## config.mk

```make
export PLATFORM = sky130hd
export DESIGN_NAME = imem_dmem_arbiter
export DESIGN_NICKNAME = d
export VERILOG_FILES = /design/src/rtl/imem_dmem_arbiter.sv
export SDC_FILE = /design/constraint.sdc
export NUM_CORES = 1
export LEC_CHECK = 0
export CAP_MARGIN = 20
export CORE_MARGIN = 2
export CORE_UTILIZATION = 42
export CTS_BUF_LIST = sky130_fd_sc_hd__clkbuf_8 sky130_fd_sc_hd__clkbuf_16
export CTS_CLUSTER_SIZE = 30
export DETAILED_ROUTE_END_ITERATION = 6
export PLACE_DENSITY = 0.85
export SYNTH_ARGS = -nofsm -noshare
export SYNTH_HDL_FRONTEND = slang
export SYNTH_SLANG_ARGS = --single-unit
export TNS_END_PERCENT = 100
```

## constraint.sdc

```tcl
create_clock -name clk -period 6.8 [get_ports clk]
set_clock_uncertainty 0.15 [all_clocks]
set_input_delay 1.36 -clock clk [delete_from_list [all_inputs] [get_ports clk]]
set_output_delay 1.36 -clock clk [all_outputs]
set_load 0.05 [all_outputs]
```

## src/rtl/imem_dmem_arbiter.sv

```systemverilog
// imem_dmem_arbiter
//
// Shares one single-ported unified memory between the instruction-fetch (IF)
// stage and the data-memory (MEM) stage. A three-state FSM grants one requester
// at a time and drives a registered request/ready handshake to the memory. It
// generates byte lanes for byte accesses and returns one-cycle acks, read data
// and per-stage stall signals to the pipeline.
//
// Optional build macro: MEM_ARB_TIMEOUT_EN
//   Defined   - a 4-bit watchdog aborts a transfer whose m_ready never arrives.
//               The granted stage then gets an ack with zero read data, and
//               arb_err is set and held until reset.
//   Undefined - the FSM waits indefinitely for m_ready; arb_err is tied low.
//
// Ports
//   clk, rst            rising-edge clock, asynchronous active-high reset
//   if_req/if_addr      fetch request (held until if_ack), word-aligned fetch
//   if_rdata/if_ack     fetched word, valid with the one-cycle if_ack pulse
//   dm_rw               01 = write, 10 = read, 00/11 = no request
//   dm_byte             1 = byte access (lbu/sb), 0 = word access
//   dm_addr/dm_wdata    data address, store data (byte stores use [7:0])
//   dm_rdata/dm_ack     load data (byte loads zero-extended), one-cycle ack
//   stall_if/stall_mem  stage is requesting and not being acked this cycle
//   m_req..m_wdata      registered memory request, held until m_ready
//   m_rdata/m_ready     memory read data and one-cycle completion
//   arb_err             sticky timeout flag (optional feature only)

module imem_dmem_arbiter #(
  parameter int unsigned ADDR_W = 32,
  parameter int unsigned DATA_W = 32
) (
  input  logic              clk,
  input  logic              rst,
  // Instruction fetch port
  input  logic              if_req,
  input  logic [ADDR_W-1:0] if_addr,
  output logic [DATA_W-1:0] if_rdata,
  output logic              if_ack,
  // Data memory port
  input  logic [1:0]        dm_rw,
  input  logic              dm_byte,
  input  logic [ADDR_W-1:0] dm_addr,
  input  logic [DATA_W-1:0] dm_wdata,
  output logic [DATA_W-1:0] dm_rdata,
  output logic              dm_ack,
  // Pipeline stalls
  output logic              stall_if,
  output logic              stall_mem,
  // Unified memory port
  output logic              m_req,
  output logic              m_we,
  output logic [3:0]        m_be,
  output logic [ADDR_W-1:0] m_addr,
  output logic [DATA_W-1:0] m_wdata,
  input  logic [DATA_W-1:0] m_rdata,
  input  logic              m_ready,
  // Error flag
  output logic              arb_err
);

  localparam logic [1:0] DmWrite = 2'b01;
  localparam logic [1:0] DmRead  = 2'b10;

  typedef enum logic [1:0] {
    StIdle,
    StData,
    StFetch
  } state_e;

  state_e            state_q, state_d;
  logic              last_data_q, last_data_d;  // 1: last grant went to MEM
  logic              m_req_q, m_req_d;
  logic              m_we_q, m_we_d;
  logic [3:0]        m_be_q, m_be_d;
  logic [ADDR_W-1:0] m_addr_q, m_addr_d;
  logic [DATA_W-1:0] m_wdata_q, m_wdata_d;
  logic              byte_q, byte_d;
  logic [1:0]        lane_q, lane_d;
  logic              if_ack_q, if_ack_d;
  logic              dm_ack_q, dm_ack_d;
  logic [DATA_W-1:0] if_rdata_q, if_rdata_d;
  logic [DATA_W-1:0] dm_rdata_q, dm_rdata_d;

  logic              dm_valid;
  logic              grant_data;
  logic              grant_fetch;
  logic [7:0]        rd_byte;

`ifdef MEM_ARB_TIMEOUT_EN
  logic [3:0]        tmo_cnt_q, tmo_cnt_d;
  logic              arb_err_q, arb_err_d;
`endif

  // 11 is an illegal encoding from the control unit and is ignored.
  assign dm_valid = (dm_rw == DmWrite) || (dm_rw == DmRead);

  // Byte lane picked by the address latched at grant time.
  always_comb begin
    rd_byte = m_rdata[7:0];
    unique case (lane_q)
      2'd0: rd_byte = m_rdata[7:0];
      2'd1: rd_byte = m_rdata[15:8];
      2'd2: rd_byte = m_rdata[23:16];
      2'd3: rd_byte = m_rdata[31:24];
      default: rd_byte = m_rdata[7:0];
    endcase
  end

  always_comb begin
    state_d     = state_q;
    last_data_d = last_data_q;
    m_req_d     = m_req_q;
    m_we_d      = m_we_q;
    m_be_d      = m_be_q;
    m_addr_d    = m_addr_q;
    m_wdata_d   = m_wdata_q;
    byte_d      = byte_q;
    lane_d      = lane_q;
    if_ack_d    = 1'b0;
    dm_ack_d    = 1'b0;
    if_rdata_d  = if_rdata_q;
    dm_rdata_d  = dm_rdata_q;
    grant_data  = 1'b0;
    grant_fetch = 1'b0;
`ifdef MEM_ARB_TIMEOUT_EN
    tmo_cnt_d   = tmo_cnt_q;
    arb_err_d   = arb_err_q;
`endif

    unique case (state_q)
      StIdle: begin
        // The ack cycle is a dead cycle: the acked stage still shows its old
        // request, so arbitration waits until it has dropped or renewed it.
        if (!(if_ack_q || dm_ack_q)) begin
          if (dm_valid && (!if_req || !last_data_q)) begin
            grant_data = 1'b1;
          end else if (if_req) begin
            grant_fetch = 1'b1;
          end
        end

        if (grant_data) begin
          state_d     = StData;
          last_data_d = 1'b1;
          m_req_d     = 1'b1;
          m_we_d      = (dm_rw == DmWrite);
          byte_d      = dm_byte;
          lane_d      = dm_addr[1:0];
          if (dm_byte) begin
            m_be_d    = 4'b0001 << dm_addr[1:0];
            m_addr_d  = dm_addr;
            m_wdata_d = {4{dm_wdata[7:0]}};
          end else begin
            m_be_d    = 4'b1111;
            m_addr_d  = {dm_addr[ADDR_W-1:2], 2'b00};
            m_wdata_d = dm_wdata;
          end
        end else if (grant_fetch) begin
          state_d     = StFetch;
          last_data_d = 1'b0;
          m_req_d     = 1'b1;
          m_we_d      = 1'b0;
          m_be_d      = 4'b1111;
          m_addr_d    = {if_addr[ADDR_W-1:2], 2'b00};
          byte_d      = 1'b0;
        end

`ifdef MEM_ARB_TIMEOUT_EN
        if (grant_data || grant_fetch) begin
          tmo_cnt_d = 4'd0;
        end
`endif
      end

      StData, StFetch: begin
        if (m_ready) begin
          state_d = StIdle;
          m_req_d = 1'b0;
          if (state_q == StData) begin
            dm_ack_d = 1'b1;
            // Stores leave the last load value in place.
            if (!m_we_q) begin
              dm_rdata_d = byte_q ? {{(DATA_W-8){1'b0}}, rd_byte} : m_rdata;
            end
          end else begin
            if_ack_d   = 1'b1;
            if_rdata_d = m_rdata;
          end
        end
`ifdef MEM_ARB_TIMEOUT_EN
        // Counter reaches 15 on this edge: abort and ack with zero data.
        else if (tmo_cnt_q == 4'd14) begin
          state_d   = StIdle;
          m_req_d   = 1'b0;
          tmo_cnt_d = 4'd15;
          arb_err_d = 1'b1;
          if (state_q == StData) begin
            dm_ack_d   = 1'b1;
            dm_rdata_d = '0;
          end else begin
            if_ack_d   = 1'b1;
            if_rdata_d = '0;
          end
        end else begin
          tmo_cnt_d = tmo_cnt_q + 4'd1;
        end
`endif
      end

      default: begin
        state_d = StIdle;
        m_req_d = 1'b0;
      end
    endcase
  end

  always_ff @(posedge clk or posedge rst) begin
    if (rst) begin
      state_q     <= StIdle;
      last_data_q <= 1'b0;
      m_req_q     <= 1'b0;
      m_we_q      <= 1'b0;
      m_be_q      <= 4'b0000;
      m_addr_q    <= '0;
      m_wdata_q   <= '0;
      byte_q      <= 1'b0;
      lane_q      <= 2'd0;
      if_ack_q    <= 1'b0;
      dm_ack_q    <= 1'b0;
      if_rdata_q  <= '0;
      dm_rdata_q  <= '0;
    end else begin
      state_q     <= state_d;
      last_data_q <= last_data_d;
      m_req_q     <= m_req_d;
      m_we_q      <= m_we_d;
      m_be_q      <= m_be_d;
      m_addr_q    <= m_addr_d;
      m_wdata_q   <= m_wdata_d;
      byte_q      <= byte_d;
      lane_q      <= lane_d;
      if_ack_q    <= if_ack_d;
      dm_ack_q    <= dm_ack_d;
      if_rdata_q  <= if_rdata_d;
      dm_rdata_q  <= dm_rdata_d;
    end
  end

`ifdef MEM_ARB_TIMEOUT_EN
  always_ff @(posedge clk or posedge rst) begin
    if (rst) begin
      tmo_cnt_q <= 4'd0;
      arb_err_q <= 1'b0;
    end else begin
      tmo_cnt_q <= tmo_cnt_d;
      arb_err_q <= arb_err_d;
    end
  end

  assign arb_err = arb_err_q;
`else
  assign arb_err = 1'b0;
`endif

  assign m_req     = m_req_q;
  assign m_we      = m_we_q;
  assign m_be      = m_be_q;
  assign m_addr    = m_addr_q;
  assign m_wdata   = m_wdata_q;
  assign if_ack    = if_ack_q;
  assign dm_ack    = dm_ack_q;
  assign if_rdata  = if_rdata_q;
  assign dm_rdata  = dm_rdata_q;
  assign stall_if  = if_req && !if_ack_q;
  assign stall_mem = dm_valid && !dm_ack_q;

endmodule

```

# After elaboration in Yosys (flattened, before gate mapping)
# Cells that the tools add are included.
# totals
reg_bits,142
latchBits,0
ramBits,0
mem_bits_ro,0
output_inout_bits,139
word_cells,78
mem_count,0
# op_classes
n_addsub,0
multipliers,0
div_mod_pow,0
magnitude_cmp,0
n_eq_ne,9
shift,1
muxes,34
n_bitwise,2
reduce_logical,19
# ops
cell,n
32-bit two-way mux,4
8-bit case mux with 4 select lines,1
1-bit two-way mux,20
4-bit two-way mux,3
2-bit equality test (second input constant),4
2-bit two-way mux,4
2-bit by 1-bit equality test with 1-bit output (second input constant),3
2-bit AND reduction,3
1-bit logical NOT,4
2-bit logical NOT,2
2-bit case mux with 2 select lines,1
4-bit AND reduction,1
1-bit by 2-bit left shift with 4-bit output (first input constant),1
1-bit logical AND,3
1-bit logical OR,3
3-bit inequality test (second input constant),1
3-bit AND reduction,1
2-bit inequality test (second input constant),1
1-bit NOT,2
1-bit case mux with 2 select lines,1
2-bit nonzero test,1
2-bit OR reduction,1

# Logic depth before layout (Yosys ltp)
# Gate-level depths: netlist (run 1).
# logic_depth
word_depth,9
mapped_depth,8
mapped_depth_nobuf,6

# Least setup slack after synthesis (run 1)
# OpenSTA, ideal clock, no wires.
# synth_path
path_kind,input to output
start,in dm_rw[1]
end,out stall_mem
t_arrival_ps,2390
required_time_ps,5290
setup_slack_ps,2900
path_stages,3
n_path_buf,0
path_cell_list,inv_1 -> ha_1 -> nor2_1
# synth_between
elab_chain_len,3
word_cells_on_any_way,4
# synth_rtl
element,line_no,source
"start, declared",40,"input logic [1:0] dm_rw,"
2-bit by 1-bit equality test with 1-bit output or 2-bit equality test (tied branches),95,assign dm_valid = (dm_rw == DmWrite) || (dm_rw == DmRead);
1-bit logical OR (*),95,
1-bit logical AND (*),275,assign stall_mem = dm_valid && !dm_ack_q;
"end, declared",48,"output logic stall_mem,"
# Mark *: on every way between the ends. The rest lies on a longest branch, timed or not.

# Final worst setup path (run 1)
# Ends and elaborated chain as after synthesis.

==> results.sh, run 1 <==
export IMPL_fmax_ghz=0.214
export IMPL_rsz0062_at_grt="no"
export IMPL_cts_buffers=17
export IMPL_critPathMaxStageDelay_ns=0.81
export IMPL_cts_hold_buffers=0
export IMPL_p_comb_frac=0.574
export IMPL_final_setup_worst_slack_ns=2.12
export IMPL_dp_hpwl_um=12600
export IMPL_syn_cell_area_um2=6100
export IMPL_hold_violations=0
export IMPL_routedWlPerCell_um=16.4
export IMPL_clock_path_buffers=2
export IMPL_initial_utilization=0.425
export IMPL_cts_tree="built"
export IMPL_routed_wl_um=18000
export IMPL_clock_tree_htree_level_count=4
export IMPL_synth_area_leaders="dfrtp_1 58%, nand2_1 13%, mux2i_1 5.2%"
export IMPL_swShare=0.490
export IMPL_cpMaxStageDelayCell="clkdlybuf4s50_1"
export IMPL_grt_pass1_vias=5412
export IMPL_grt_pass1_wl_um=29200
export IMPL_grt_max_degree=93
export IMPL_final_setup_tns_ns=0
export IMPL_syn_avg_cell_area_um2=9.46
export IMPL_vdd_drop_max_v=0.000349
export IMPL_syn_inst=645
export IMPL_area_delta_synth_final_pct=56.4
export IMPL_core_rowCount=44
export IMPL_p_total_w=0.00582
export IMPL_slew_headroom=0.426
export IMPL_power_density_nw_per_um2=610
export IMPL_fp_dieH_um=125
export IMPL_post_route_period_util=0.688
export IMPL_ys_warn_count=0
export IMPL_synth_edf_count=0
export IMPL_async_flop_share=1.00
export IMPL_vias_per_cell=4.99
export IMPL_antenna_found_initial=0
export IMPL_cts_resized=0
export IMPL_tightest_slew_ns=0.861
export IMPL_path_buf_inv=3
export IMPL_port_buffers=270
export IMPL_grt_overflow=0
export IMPL_drv_slew=0
export IMPL_io_pins=274
export IMPL_synth_commonest_cells="216 x nand2_1, 142 x dfrtp_1, 58 x nor2_1"
export IMPL_syn_num_nets=784
export IMPL_path_class="input pin to output pin"
export IMPL_fin_util=0.664
export IMPL_critPathTopFamily="buffers and inverters"
export IMPL_root_buffer="clkbuf_16"
export IMPL_internal_power_w=0.00297
export IMPL_die_area_um2=15500
export IMPL_cp_end_kind="output pin"
export IMPL_place_gp_congestion=0.823
export IMPL_core_um2=14400
export IMPL_cellLeakagePower_nw=4.25
export IMPL_cp_start_kind="input pin"
export IMPL_crit_chain="clkdlybuf4s50_1, inv_1, ha_1, nor2_1, clkdlybuf4s50_1"
export IMPL_cp_data_arrival_time_ns=3.17
export IMPL_diodes=0
export IMPL_yosys_area_top_type="dfrtp_1"
export IMPL_drtIter0Drc=390
export IMPL_crit_fanout=4
export IMPL_via_count=5472
export IMPL_clock_sinks=142
export IMPL_setup_violations=0
export IMPL_yosysUniqueCellTypes=34
export IMPL_final_nets=1039
export IMPL_synth_flop_cell="dfrtp_1"
export IMPL_crit_top_cell="clkdlybuf4s50_1"
export IMPL_ant_nets=0
export IMPL_hold_class="register to register"
export IMPL_cts_setup_buffers=0
export IMPL_synth_top_cell_area_share=0.582
export IMPL_dr_pass1_iters=4
export IMPL_ys_seq_area_frac=0.582
export IMPL_drive_gt1_frac=0.0482
export IMPL_power_share_clock=0.166
export IMPL_crit_required_ns=5.29
export IMPL_clk_pin_slew_ns=0.05
export IMPL_die_x_um=125
export IMPL_yosysMostFrequentCell="nand2_1"
export IMPL_drc=0
export IMPL_period_minus_slack_ns=4.68
export IMPL_ys_ff_latch=142
export IMPL_clock_latency_ns=0.41
export IMPL_p_sw_w=0.00285
export IMPL_grt_total_usage=0.236
export IMPL_dp_slack_ns=2.13
export IMPL_pwr_share_seq=0.260
export IMPL_max_cap_violations=0
export IMPL_outcome="finished, final reports clean"
==> kinds of logic after synthesis <==
logic type	after synthesis	synth area share
compound gates	118	0.117
simple gates	290	0.186
other cells	1	0.000614
buf+inv	48	0.0355
fa+ha+maj	4	0.00820
flops	142	0.582
mux	42	0.0709
==> worst min-delay path, stage by stage (launching register included) <==
cell	delay, ns
dfrtp_1	0.34
nand2_1	0.05
nand2_1	0.05
==> flip-flops by register name, indices dropped and copies added (netlist names) <==
| name | cells |
|---|---|
| m_wdata | 32 |
| dm_ack | 1 |
| state_q | 2 |
| byte_q | 1 |
| last_data_q | 1 |
| dm_rdata | 32 |
| lane_q | 2 |
| if_ack | 1 |
| m_we | 1 |
| m_be | 4 |
| m_req | 1 |
| m_addr | 32 |
| if_rdata | 32 |
==> cell type report <==
class	count	area, um2
fillers	1147	4820
flip-flops and latches	142	3550
repair buffers	278	2780
multi-input cells	455	2340
clock buffers	18	439
well taps	184	230
clock inverters	13	174
inverters	6	27.5
==> placed cells by master (no fill, tap or decap), drive strengths merged, types with 2 or more instances in the layout <==
cell type and count:
mux2i 32, dfrtp 142, clkinvlp 3, and2 2
clkbuf 18, mux2 10, clkdlybuf4s50 270, o22ai 8
a21oi 24, a32o 2, ha 4, nand3b 2
buf 8, a31oi 39, nand2 217, nor2b 5
nand2b 2, o2bb2ai 2, nor2 58, clkinv 4
inv 8, o21ai 35, o22a 4, bufinv 4
==> layer usage <==
| layer | up-vias | GRT usage | wire length [um] |
|---|---|---|---|
| met2 | 192 | 0.378 | 8780 |
| met5 | - | 0 | 0 |
| li1 | 2657 | - | - |
| met3 | 37 | 0.0735 | 1400 |
| met4 | 0 | 0.0912 | 422 |
| met1 | 2586 | 0.300 | 7430 |
==> path summary, 6_finish.rpt <==
kind | start | endpoint | slack, ns | depth (start not counted)
worst max-delay path | dm_rw[1] | stall_mem | 2.12 | 5
worst min-delay path | if_rdata[21] | if_rdata[21] | 0.32 | 2
worst max register to register | if_ack | m_wdata[7] | 4.30 | 4
worst min register to register | if_rdata[21] | if_rdata[21] | 0.32 | 2
max in group asynchronous | rst | if_rdata[21] | 3.93 | 3
min in group asynchronous | rst | if_rdata[3] | 1.33 | 2
==> metrics by stage <==
step	cells	area, um2	hold WS [ns]
3_3_place_gp	1064	8910	0.308
3_5_place_dp	1064	8910	0.312
6_report	1096	9550	0.323
4_1_cts	1095	9520	0.327
2_1_floorplan	645	6100	0.306
5_1_grt	1096	9550	0.335
==> power by group through the flow <==
stage | sequential [W] | clock, W | combinational (W)
floorplan | 0.00284 | 0 | 0.000891
global placement | 0.00150 | 0 | 0.00330
detailed placement | 0.00152 | 0 | 0.00334
CTS | 0.00151 | 0.000983 | 0.00335
global route | 0.00156 | 0.00103 | 0.00354
finish | 0.00151 | 0.000968 | 0.00334
No activity file was read; power rests on OpenSTA's default activity.
==> run 2: changes to the inputs <==
--- a/config.mk
+++ b/config.mk
@@ -7,11 +7,11 @@
 export LEC_CHECK = 0
 export CAP_MARGIN = 20
 export CORE_MARGIN = 2
-export CORE_UTILIZATION = 42
+export CORE_UTILIZATION = 38
 export CTS_BUF_LIST = sky130_fd_sc_hd__clkbuf_8 sky130_fd_sc_hd__clkbuf_16
 export CTS_CLUSTER_SIZE = 30
 export DETAILED_ROUTE_END_ITERATION = 6
-export PLACE_DENSITY = 0.85
+export PLACE_DENSITY = 0.81
 export SYNTH_ARGS = -nofsm -noshare
 export SYNTH_HDL_FRONTEND = slang
 export SYNTH_SLANG_ARGS = --single-unit
==> constraint.sdc (replaced) <==
create_clock -name clk -period 3.95 [get_ports clk]
set_clock_uncertainty 0.15 [all_clocks]
set_input_delay 0.79 -clock clk [delete_from_list [all_inputs] [get_ports clk]]
set_output_delay 0.79 -clock clk [all_outputs]
set_load 0.05 [all_outputs]
==> run 2 against run 1 <==
Largest cell class unchanged. Die area increased by 10%. Combinational power rose by 73%. Sequential share of layout area down 0.054 points. Critical endpoint is now stall_if. Critical path type unchanged.
==> results.sh, run 2 (synthesized netlist as in run 1, its figures left out) <==
export IMPL_outcome="finished, final reports clean"
export IMPL_path_class="input pin to output pin"
export IMPL_grt_overflow=0
export IMPL_whs_path_depth=2
export IMPL_nFillCells=1381
export IMPL_period_minus_slack_ns=3.29
export IMPL_dpl_instance_area_um2=8990
export IMPL_dp_hpwl_um=12800
export IMPL_r2r_cells=6
export IMPL_power_density_nw_per_um2=1040
export IMPL_clock_tree_htree_level_count=4
export IMPL_regToRegStartpoint="state_q[1]"
export IMPL_cp_end_kind="output pin"
export IMPL_stdcell_area_um2=9560
export IMPL_antenna_found_initial=0
export IMPL_hold_end="if_rdata[2]"
export IMPL_tightest_slew_ns=1.05
export IMPL_crit_required_ns=3.01
export IMPL_via_count=5553
export IMPL_routedWlPerCell_um=16.3
export IMPL_core_um2=15800
export IMPL_crit_fanout=4
export IMPL_slew_headroom=0.299
export IMPL_drv_slew=0
export IMPL_drive_gt1_frac=0.0568
export IMPL_drc=0
export IMPL_io_pins=274
export IMPL_clk_pin_slew_ns=0.06
export IMPL_cp_data_arrival_time_ns=2.35
export IMPL_cp_start_kind="input pin"
export IMPL_hold_start="if_rdata[2]"
export IMPL_reg2reg_setup_slack_ns=1.76
export IMPL_cts_tree="built"
export IMPL_grt_total_usage=0.217
export IMPL_layout_commonest_cell="clkdlybuf4s50_1"
export IMPL_rsz0062_at_grt="no"
export IMPL_place_gp_congestion=0.806
export IMPL_max_cap_violations=0
export IMPL_drtIter0Drc=321
export IMPL_port_buffers=270
export IMPL_root_buffer="clkbuf_16"
export IMPL_dr_pass1_iters=6
export IMPL_fmax_ghz=0.304
export IMPL_initial_utilization=0.387
export IMPL_grt_max_degree=72
export IMPL_grt_pass1_wl_um=28800
export IMPL_cts_setup_buffers=0
export IMPL_die_area_um2=17100
export IMPL_clock_latency_ns=0.41
export IMPL_cts_hold_buffers=0
export IMPL_grt_pass1_vias=5462
export IMPL_cts_buffers=17
export IMPL_area_delta_synth_final_pct=56.6
export IMPL_final_cell_mix="268 x clkdlybuf4s50_1, 216 x nand2_1, 142 x dfrtp_1"
export IMPL_worstReg2RegEnd="dm_rdata[3]"
export IMPL_final_nets=1042
export IMPL_setup_violations=0
export IMPL_cellLeakagePower_nw=4.23
export IMPL_routed_wl_um=18500
export IMPL_vdd_drop_max_v=0.000615
export IMPL_hold_violations=0
export IMPL_hold_class="register to register"
export IMPL_ant_nets=0
export IMPL_vias_per_cell=4.91
export IMPL_core_rowCount=46
export IMPL_die_x_um=131
export IMPL_clock_sinks=142
export IMPL_diodes=0
export IMPL_cts_resized=0
export IMPL_final_setup_tns_ns=0
export IMPL_clock_path_buffers=2
export IMPL_fp_dieH_um=131
export IMPL_post_route_period_util=0.833
run 2: changes by cell type in the layout (fill, tap and decap cells not counted), sizes merged:
cell | previous run | this run
bufinv | 4 | 1
clkdlybuf4s50 | 270 | 268
inv | 8 | 6
clkinvlp | 3 | 5
buf | 8 | 13
clkinv | 4 | 7
clkbuf | 18 | 19
run 2: per-stage QoR:
step | hold slack, ns | setup slack [ns] | instances | total power [W] | utilization
floorplan | 0.306 | 1.19 | 645 | 0.00642 | -
CTS | 0.327 | 0.661 | 1132 | 0.0100 | 0.606
finish | 0.322 | 0.660 | 1132 | 0.00993 | 0.606
global route | 0.350 | 0.591 | 1132 | 0.0105 | 0.606
global placement | 0.307 | 0.670 | 1100 | 0.00831 | 0.570
detailed placement | 0.312 | 0.649 | 1100 | 0.00841 | 0.570
run 2: critical path: stages:
cell and delay [ns]:
clkdlybuf4s50_1 0.59, nor2b_1 0.16, clkdlybuf4s50_1 0.80
run 2: worst max path at each step:
| stage | slack, ns | startpoint | to |
|---|---|---|---|
| floorplan | 1.19 | dm_rw[1] | stall_mem |
| finish | 0.66 | if_req | stall_if |
| CTS | 0.66 | if_req | stall_if |
| detailed placement | 0.65 | dm_rw[1] | m_wdata[30] |
| global route | 0.59 | if_req | stall_if |
| global placement | 0.67 | if_req | stall_if |
run 2: layout make-up:
class | count | area [um2] | area share
multi-input cells | 455 | 2340 | 0.245
repair buffers | 281 | 2800 | 0.293
clock inverters | 13 | 115 | 0.0120
flip-flops and latches | 142 | 3550 | 0.372
inverters | 6 | 26.3 | 0.00275
clock buffers | 19 | 453 | 0.0474
well taps | 216 | 270 | 0.0283
run 2: layer usage:
metal	GRT usage	part of all wire	wire (um)	vias up
met5	0	0	0	-
met4	0.0620	0.013	242	0
met3	0.0672	0.081	1500	24
met2	0.360	0.48	8880	197
met1	0.276	0.42	7850	2675
li1	-	-	-	2657
run 2: where the power goes:
group / total (W) / internal [W] / leakage (nW) / switching, W
registers: 0.00261 / 0.00218 / 1.68 / 0.000430
clock network: 0.00155 / 0.000900 / 0.271 / 0.000649
logic: 0.00577 / 0.00188 / 2.28 / 0.00389
==> run 3: changes to the inputs <==
==> constraint.sdc (replaced) <==
create_clock -name clk -period 2.9 [get_ports clk]
set_clock_uncertainty 0.15 [all_clocks]
set_input_delay 0.58 -clock clk [delete_from_list [all_inputs] [get_ports clk]]
set_output_delay 0.58 -clock clk [all_outputs]
set_load 0.05 [all_outputs]
==> run 3 against run 2 <==
Cell area up 0.84%. Critical path depth increased by 2. Worst setup slack got worse by 0.29 ns. Non-clock buffer count is 2 higher. Sequential power up 36%. Register-to-register slack got worse by 0.69 ns. Cell count grew 0.18%. Clock power grew 39%. Worst hold slack got worse by 0.012 ns. Critical path type unchanged. Largest cell class unchanged. Highest routed layer unchanged.
==> results.sh, run 3 (synthesized netlist as in run 1, its figures left out) <==
export IMPL_p_sw_w=0.00674
export IMPL_drive_gt1_frac=0.0588
export IMPL_clk_pin_slew_ns=0.06
export IMPL_final_cells=1134
export IMPL_clock_path_buffers=2
export IMPL_place_inst=1102
export IMPL_rsz0062_at_grt="no"
export IMPL_pwr_share_seq=0.260
export IMPL_regToRegStartpoint="if_ack"
export IMPL_path_class="input pin to output pin"
export IMPL_met3WireLength_um=1530
export IMPL_cellLeakagePower_nw=4.29
export IMPL_worstReg2RegEnd="m_addr[12]"
export IMPL_drtIter0Drc=274
export IMPL_routedWlPerCell_um=16.2
export IMPL_diodes=0
export IMPL_via_count=5547
export IMPL_place_gp_congestion=0.848
export IMPL_cts_setup_buffers=0
export IMPL_final_setup_tns_ns=0
export IMPL_crit_required_ns=2.17
export IMPL_root_buffer="clkbuf_16"
export IMPL_final_cell_mix="267 x clkdlybuf4s50_1, 216 x nand2_1, 142 x dfrtp_1"
export IMPL_core_rowCount=46
export IMPL_final_nets=1044
export IMPL_swShare=0.494
export IMPL_cp_data_arrival_time_ns=1.80
export IMPL_cts_hold_buffers=0
export IMPL_cts_buffers=17
export IMPL_core_um2=15800
export IMPL_routed_wl_um=18300
export IMPL_port_buffers=270
export IMPL_tightest_slew_ns=0.803
export IMPL_clock_sinks=142
export IMPL_initial_utilization=0.387
export IMPL_fp_dieH_um=131
export IMPL_seqCellArea_um2=3550
export IMPL_r2r_cells=5
export IMPL_grt_total_usage=0.218
export IMPL_die_area_um2=17100
export IMPL_clock_latency_ns=0.41
export IMPL_dr_pass1_iters=4
export IMPL_cts_resized=0
export IMPL_nFillCells=1334
export IMPL_vias_per_cell=4.89
export IMPL_wl_met1_um=7520
export IMPL_drv_slew=0
export IMPL_area_delta_synth_final_pct=57.9
export IMPL_grt_pass1_vias=5595
export IMPL_drc=0
export IMPL_hold_class="input pin to async pin"
export IMPL_grt_max_degree=66
export IMPL_outcome="finished, final reports clean"
export IMPL_clock_tree_htree_level_count=4
export IMPL_cp_end_kind="output pin"
export IMPL_p_comb_frac=0.581
export IMPL_ant_nets=0
export IMPL_reg2reg_setup_slack_ns=1.07
export IMPL_layout_commonest_cell="clkdlybuf4s50_1"
export IMPL_fmax_ghz=0.395
export IMPL_cp_start_kind="input pin"
export IMPL_setup_violations=0
export IMPL_grt_pass1_wl_um=28800
export IMPL_slew_headroom=0.464
export IMPL_internal_power_w=0.00691
export IMPL_hold_violations=0
export IMPL_period_minus_slack_ns=2.53
export IMPL_io_pins=274
export IMPL_dp_hpwl_um=13000
export IMPL_crit_fanout=4
export IMPL_max_cap_violations=0
export IMPL_power_share_clock=0.158
export IMPL_post_route_period_util=0.872
export IMPL_die_x_um=131
export IMPL_dp_slack_ns=0.0676
export IMPL_final_setup_worst_slack_ns=0.370
export IMPL_dr_wl_met2_um=8850
export IMPL_top_layer_used="met4"
export IMPL_multi_input_area_um2=2340
export IMPL_antenna_found_initial=0
export IMPL_grt_overflow=0
export IMPL_vdd_drop_max_v=0.000851
export IMPL_power_density_nw_per_um2=1410
export IMPL_cts_tree="built"
==> run 3: changes by cell type in the layout (fill, tap and decap cells not counted), sizes merged <==
cell / before / now
buf: 13 / 16
bufinv: 1 / 2
clkbuf: 19 / 20
clkdlybuf4s50: 268 / 267
clkinv: 7 / 8
clkinvlp: 5 / 2
==> run 3: layout make-up <==
type	instances	area share
repair buffers	283	0.297
multi-input cells	455	0.243
flip-flops and latches	142	0.369
well taps	216	0.0280
clock inverters	12	0.0123
clock buffers	20	0.0484
inverters	6	0.00273
==> run 3: critical path, cell delays in order <==
cell	delay, ns
clkdlybuf4s50_1	0.45
inv_1	0.04
ha_1	0.34
nor2_1	0.22
buf_12	0.17
==> run 3: power by group through the flow <==
stage	registers, W	clock network [W]	logic (W)
2_1_floorplan	0.00666	0	0.00209
3_3_place_gp	0.00354	0	0.00785
3_5_place_dp	0.00358	0	0.00796
4_1_cts	0.00356	0.00220	0.00799
5_1_grt	0.00369	0.00229	0.00841
6_report	0.00355	0.00216	0.00793
==> run 3: worst max-delay path by stage <==
| stage | end | start | slack (ns) |
|---|---|---|---|
| 2_1_floorplan | byte_q | rst | 0.39 |
| 3_3_place_gp | m_wdata[3] | dm_rw[1] | 0.11 |
| 3_5_place_dp | m_wdata[25] | dm_rw[1] | 0.07 |
| 4_1_cts | stall_mem | dm_rw[1] | 0.36 |
| 5_1_grt | stall_mem | dm_rw[1] | 0.31 |
| 6_report | stall_mem | dm_rw[1] | 0.37 |
==> run 3: per-layer routing <==
layer | track usage | vias to the layer above
met5 | 0 | -
met4 | 0.0870 | 0
met3 | 0.0745 | 32
met2 | 0.357 | 204
met1 | 0.267 | 2637
li1 | - | 2674
==> run 3: stage by stage <==
stage           util  power, W  hold WS, ns  instance area [um2]
2_1_floorplan      -   0.00875        0.306                 6110
5_1_grt        0.611    0.0144        0.312                 9640
6_report       0.611    0.0136        0.310                 9640
4_1_cts        0.611    0.0137        0.301                 9640
3_3_place_gp   0.574    0.0114        0.307                 9060
3_5_place_dp   0.574    0.0115        0.315                 9060
